`config.mk`:
```
export PLATFORM = sky130hd
export DESIGN_NAME = rep5_code_tx
export DESIGN_NICKNAME = d
export VERILOG_FILES = /design/src/rtl/rep_code_pkg.sv /design/src/rtl/rep5_code_tx_chip_timer.sv /design/src/rtl/rep5_code_tx.sv
export SDC_FILE = /design/constraint.sdc
export NUM_CORES = 1
export LEC_CHECK = 0
export ABC_AREA = 1
export BUFFER_PORTS_ARGS = -buffer_cell sky130_fd_sc_hd__buf_2
export CORE_MARGIN = 4
export CORE_UTILIZATION = 58
export DETAILED_ROUTE_END_ITERATION = 12
export PLACE_DENSITY = 0.79
export SYNTH_ARGS = -nofsm -noshare
export SYNTH_HDL_FRONTEND = slang
export SYNTH_HIERARCHICAL = 1
export SYNTH_SLANG_ARGS = --single-unit
export TNS_END_PERCENT = 5
```
`constraint.sdc`:
```
create_clock -name clk -period 4.17 [get_ports clk]
set_clock_uncertainty 0.2 [all_clocks]
set_input_delay 0.834 -clock clk [delete_from_list [all_inputs] [get_ports clk]]
set_output_delay 0.834 -clock clk [all_outputs]
set_load 0.005 [all_outputs]
```
`src/rtl/rep_code_pkg.sv`:
```
// Shared definitions for the repetition-code transmitter and its future receiver.
// Holds the frame state encoding, line levels and counter-width helper.
package rep_code_pkg;

    typedef enum logic [1:0] {
        IDLE  = 2'd0,
        START = 2'd1,
        DATA  = 2'd2,
        STOP  = 2'd3
    } tx_state_t;

    localparam logic LINE_IDLE  = 1'b1;
    localparam logic LINE_START = 1'b0;
    localparam logic LINE_STOP  = 1'b1;

    localparam int DEFAULT_REP = 5;

    // Counter width for a count range of 0..max_count-1, never below one bit.
    function automatic int cnt_width(input int max_count);
        return (max_count > 1) ? $clog2(max_count) : 1;
    endfunction

endpackage

```
`src/rtl/rep5_code_tx_chip_timer.sv`:
```
// Clock divider that marks the last clk cycle of every chip with a one-cycle strobe.
// Held at zero while cleared; counts only while enabled.
module chip_timer
    import rep_code_pkg::*;
#(
    parameter int CLKS_PER_CHIP = 1
) (
    input  logic clk,
    input  logic rst_n,
    input  logic en,
    input  logic clr,
    output logic chip_end
);

    localparam int CNT_W = cnt_width(CLKS_PER_CHIP);
    localparam logic [CNT_W-1:0] CNT_LAST = CNT_W'(CLKS_PER_CHIP - 1);

    logic [CNT_W-1:0] clk_cnt;

    assign chip_end = en && (clk_cnt == CNT_LAST);

    always_ff @(posedge clk or negedge rst_n) begin
        if (!rst_n) begin
            clk_cnt <= '0;
        end else if (clr) begin
            clk_cnt <= '0;
        end else if (en) begin
            clk_cnt <= (clk_cnt == CNT_LAST) ? '0 : clk_cnt + 1'b1;
        end
    end

endmodule

```
`src/rtl/rep5_code_tx.sv`:
```
// Repetition-code serial transmitter: start, DATA_W bits LSB first, stop,
// each frame bit sent REP times as chips of CLKS_PER_CHIP clk cycles.
module rep5_code_tx
    import rep_code_pkg::*;
#(
    parameter int DATA_W        = 8,
    parameter int REP           = DEFAULT_REP,
    parameter int CLKS_PER_CHIP = 1
) (
    input  logic              clk,
    input  logic              rst_n,
    input  logic [DATA_W-1:0] in_data,
    input  logic              in_valid,
    output logic              in_ready,
    output logic              tx_out,
    output logic              tx_busy,
    output logic              done
);

    if ((REP % 2) == 0 || REP < 3 || CLKS_PER_CHIP < 1 || DATA_W < 1) begin : g_bad_params
        $error("rep5_code_tx: REP must be odd and >= 3, CLKS_PER_CHIP and DATA_W >= 1");
    end

    localparam int CHIP_W = cnt_width(REP);
    localparam int BIT_W  = cnt_width(DATA_W);
    localparam logic [CHIP_W-1:0] CHIP_LAST = CHIP_W'(REP - 1);
    localparam logic [BIT_W-1:0]  BIT_LAST  = BIT_W'(DATA_W - 1);

    tx_state_t         state_q, state_d;
    logic [DATA_W-1:0] shift_q, shift_d;
    logic [CHIP_W-1:0] chip_q, chip_d;
    logic [BIT_W-1:0]  bit_q, bit_d;
    logic              line_d;
    logic              done_d;
    logic              chip_end;
    logic              bit_end;

    chip_timer #(
        .CLKS_PER_CHIP(CLKS_PER_CHIP)
    ) u_chip_timer (
        .clk     (clk),
        .rst_n   (rst_n),
        .en      (state_q != IDLE),
        .clr     (state_q == IDLE),
        .chip_end(chip_end)
    );

    assign bit_end  = chip_end && (chip_q == CHIP_LAST);
    assign in_ready = rst_n && (state_q == IDLE);
    assign tx_busy  = (state_q != IDLE);

    always_comb begin
        state_d = state_q;
        shift_d = shift_q;
        chip_d  = chip_q;
        bit_d   = bit_q;
        done_d  = 1'b0;
        line_d  = LINE_IDLE;

        if (chip_end) begin
            chip_d = (chip_q == CHIP_LAST) ? '0 : chip_q + 1'b1;
        end

        case (state_q)
            IDLE: begin
                if (in_valid) begin
                    state_d = START;
                    shift_d = in_data;
                end
            end
            START: begin
                if (bit_end) state_d = DATA;
            end
            DATA: begin
                if (bit_end) begin
                    shift_d = shift_q >> 1;
                    if (bit_q == BIT_LAST) begin
                        bit_d   = '0;
                        state_d = STOP;
                    end else begin
                        bit_d = bit_q + 1'b1;
                    end
                end
            end
            STOP: begin
                if (bit_end) begin
                    state_d = IDLE;
                    done_d  = 1'b1;
                end
            end
            default: state_d = IDLE;
        endcase

        // Line level is derived from next-state values so the registered output lines up with the state.
        case (state_d)
            START:   line_d = LINE_START;
            DATA:    line_d = shift_d[0];
            STOP:    line_d = LINE_STOP;
            default: line_d = LINE_IDLE;
        endcase
    end

    always_ff @(posedge clk or negedge rst_n) begin
        if (!rst_n) begin
            state_q <= IDLE;
            shift_q <= '0;
            chip_q  <= '0;
            bit_q   <= '0;
            tx_out  <= LINE_IDLE;
            done    <= 1'b0;
        end else begin
            state_q <= state_d;
            shift_q <= shift_d;
            chip_q  <= chip_d;
            bit_q   <= bit_d;
            tx_out  <= line_d;
            done    <= done_d;
        end
    end

endmodule

```
==> impl_results.md <==
- Dominant cells by area after synthesis: dfrtp_1 44%, nand2_1 12%, ha_1 5.2%
- Global placement routability congestion: approximately 0.74
- Crit path kind: input port to primary output
- Die Ht: approximately 49 um
- RSZ-0062 raised after global routing: false
- Final Hold Viols: 0
- Clk sinks: 18
- Vias in the first global route: just under 700
- Std-Cell Rows: 14
- Slew headroom: 72.45%
- Routed WL per cell: around 12 um
- DR pass1 iterations: 2
- First-pass GRT wire length: 2.842 mm
- P&R area growth vs syn: 8.645%
- TNS Setup: 0 ns
- Count leader, synth: nand2_1
- Switching power share of the total: 21.57%
- Via-per-instance ratio: 5.314
- Inserted Clock Buffers: 3
- Initial DRC Count: 7
- Placeable Area: 0.001541 sq mm
- Synth unique cells: 25
- Residual DRC: 0
- Comb power frac: 3.0%
- Hold-fix buffers, CTS: 0
- Post-layout util: 68.34%
- Nets@finish: 140
- Hold Crit Class: input port to async pin
- VDD IR max: 0.0002475 V
- Min Tclk post-route: 2.508 ns
- Seq/Total Area, Yosys: 46.58%
- Status: complete, no violations
- # H-tree levels: 1
- Top FF cell, synth: dfrtp_1
- R2r worst-path depth: 6
- Synth Instances: 109
- Fillers: 131
- I/O pins: 15
- Clock root buffer: clkbuf_4
- Largest net degree at the start of global routing: 20
- Worst Path Required: 3.14 ns
- Dpl hpwl: 1.264 mm
- Clk_lat worst skew: 0.30 ns
- Final ANT Viol Nets: 0
- Die area: 0.002390 sq mm
- Die W: slightly below 50 um
- Cells after DPL: 136
- Ys async rst share: 100.0%
- Register area: roughly 450 sq um
- Initial cell density of the core: 62.91%
- Flop pwr share: 63.6%
- Synthesized area per cell: 8.896 sq um
- CTS resizes: 0
- Pleak: between 0.5 and 0.6 nW
- GRT Total Usage: 15.60%
- Clock network fraction of total power: 33.4%
- Switch Pwr: 0.05917 mW
- Crit path DAT: 1.47 ns
- Max Cap Viol: 0
- Final setup fails: 0
- Worst Setup Start Kind: input port
- Synthesis Warnings: 6
- Via count: 744
- Pint: 0.2152 mW
- Biggest area consumer among synthesized cells: dfrtp_1
- Final WL: 1.664 mm
- Crit-path max FO: 19
- GRT overflow: 0
- Port-buffer cells: 14
- Initial antenna violation count: 0
- Slew Limit Fails: 0
- Worst-Margin Slew: 0.4132 ns
- Netlist Area Pre-Place: 969.7 sq um
- Post-synth EDFFs: 0
- Fin crit share: around three fifths
- Synthesis-stage register bit count: 18
- Synth Net Count: 124
- Clock transition at path regs: 0.11 ns
- CTS tree: done
- Multi-input gate area: 429.2 sq um
- Fin cells: 140
- Top post-synthesis cells by count: 31 x nand2_1, 17 x dfrtp_1, 12 x inv_1, 9 x nand3_1, 6 x a22oi_1
- Fraction of layout cells with a size suffix above 1: 25.00%
- Pwr/cell area: 260.4 mW/mm^2
- Crit end category: primary output
- Top cell type's share of synthesized area: between 40% and 50%
- Peak Freq: 398.7 MHz
- Max clock buf depth: 2
- N_diodes: 0
- Number of post-CTS setup repair buffers: 0
-- power groups by stage --
stage | clock network (mW) | registers (mW) | logic [mW]
2_1_floorplan | 0 | 0.178 | 0.000333
3_3_place_gp | 0 | 0.178 | 0.00835
3_5_place_dp | 0 | 0.178 | 0.00864
4_1_cts | 0.0927 | 0.174 | 0.00863
5_1_grt | 0.105 | 0.175 | 0.00966
6_report | 0.0916 | 0.174 | 0.00825
-- kinds of logic (layout without fill, tap and decap cells) --
group           count (synthesis)  after routing  share of synthesized area, %
simple gates                   55             55                         29.29
compound gates                 14             14                         9.806
buf+inv                        18             33                         9.161
flops                          18             18                         46.58
fa+ha+maj                       4              4                         5.161
-- final cells by class --
| class | count | area share (%) |
|---|---|---|
| sequential | 18 | 42.87 |
| multi-input combinational | 73 | 40.74 |
| timing repair buffer | 14 | 6.651 |
| inverter | 15 | 5.344 |
| clock buffer | 4 | 2.494 |
| tap | 16 | 1.900 |
-- per-stage QoR --
stage               cell area [sq um]  setup slack [ns]  total power [mW]  hold slack, ns
finish                           1054             1.662            0.2744          0.2456
CTS                              1054             1.624            0.2758          0.2660
global placement                 1027             1.646            0.1862          0.2631
global route                     1054             1.537            0.2897          0.2611
detailed placement               1027             1.625            0.1865          0.2725
floorplan                       969.7             2.172            0.1782          0.2471
-- path summary, 6_finish.rpt --
kind / startpoint / endpoint / slack (ns)
setup / recovery: rst_n / in_ready / 1.66
hold / removal: rst_n / chip_q[2] / 0.25
setup reg to reg: state_q[1] / shift_q[7] / 2.31
hold reg to reg: shift_q[3] / shift_q[2] / 0.29
max in group asynchronous: rst_n / tx_out / 3.18
min in group clk: shift_q[3] / shift_q[2] / 0.29
-- state kept, by name, indices dropped and copies added (netlist names) --
register,cells
bit_q,3
state_q,2
tx_out,1
done,1
chip_q,3
shift_q,8
-- critical path, cell delays in order --
cell and delay (ns):
buf_2 0.35, inv_1 0.08, nor2_1 0.10, buf_2 0.12
-- layout by cell type (no fill, tap or decap) --
cell      netlist  routed
nand2_1        31      31
dfrtp_1        17      17
buf_2           0      14
inv_1          12      12
nand3_1         9       9
a22oi_1         6       6
o21ai_0         4       4
ha_1            4       4
inv_2           3       3
nand2_2         3       3
nor2_1          3       3
clkbuf_4        0       3
nor2_2          2       2
nand4_1         2       2
nand3_4         1       1
o21ai_2         1       1
nand2_4         1       1
nor2_8          1       1
nand3b_1        1       1
nor2_4          1       1
a22o_1          1       1
a21oi_1         1       1
o21a_1          1       1
clkbuf_1        0       1
dfstp_2         1       1
-- layer usage --
layer	vias up	routed length (um)	share of wire [%]	global-route usage [%]
met5	-	0	0	0
met3	4	86	5.2	4.587
met4	0	42	2.5	12.56
met2	17	828	50	24.57
li1	383	-	-	-
met1	340	707	42	17.19
Power figures use the tool's default switching activity.
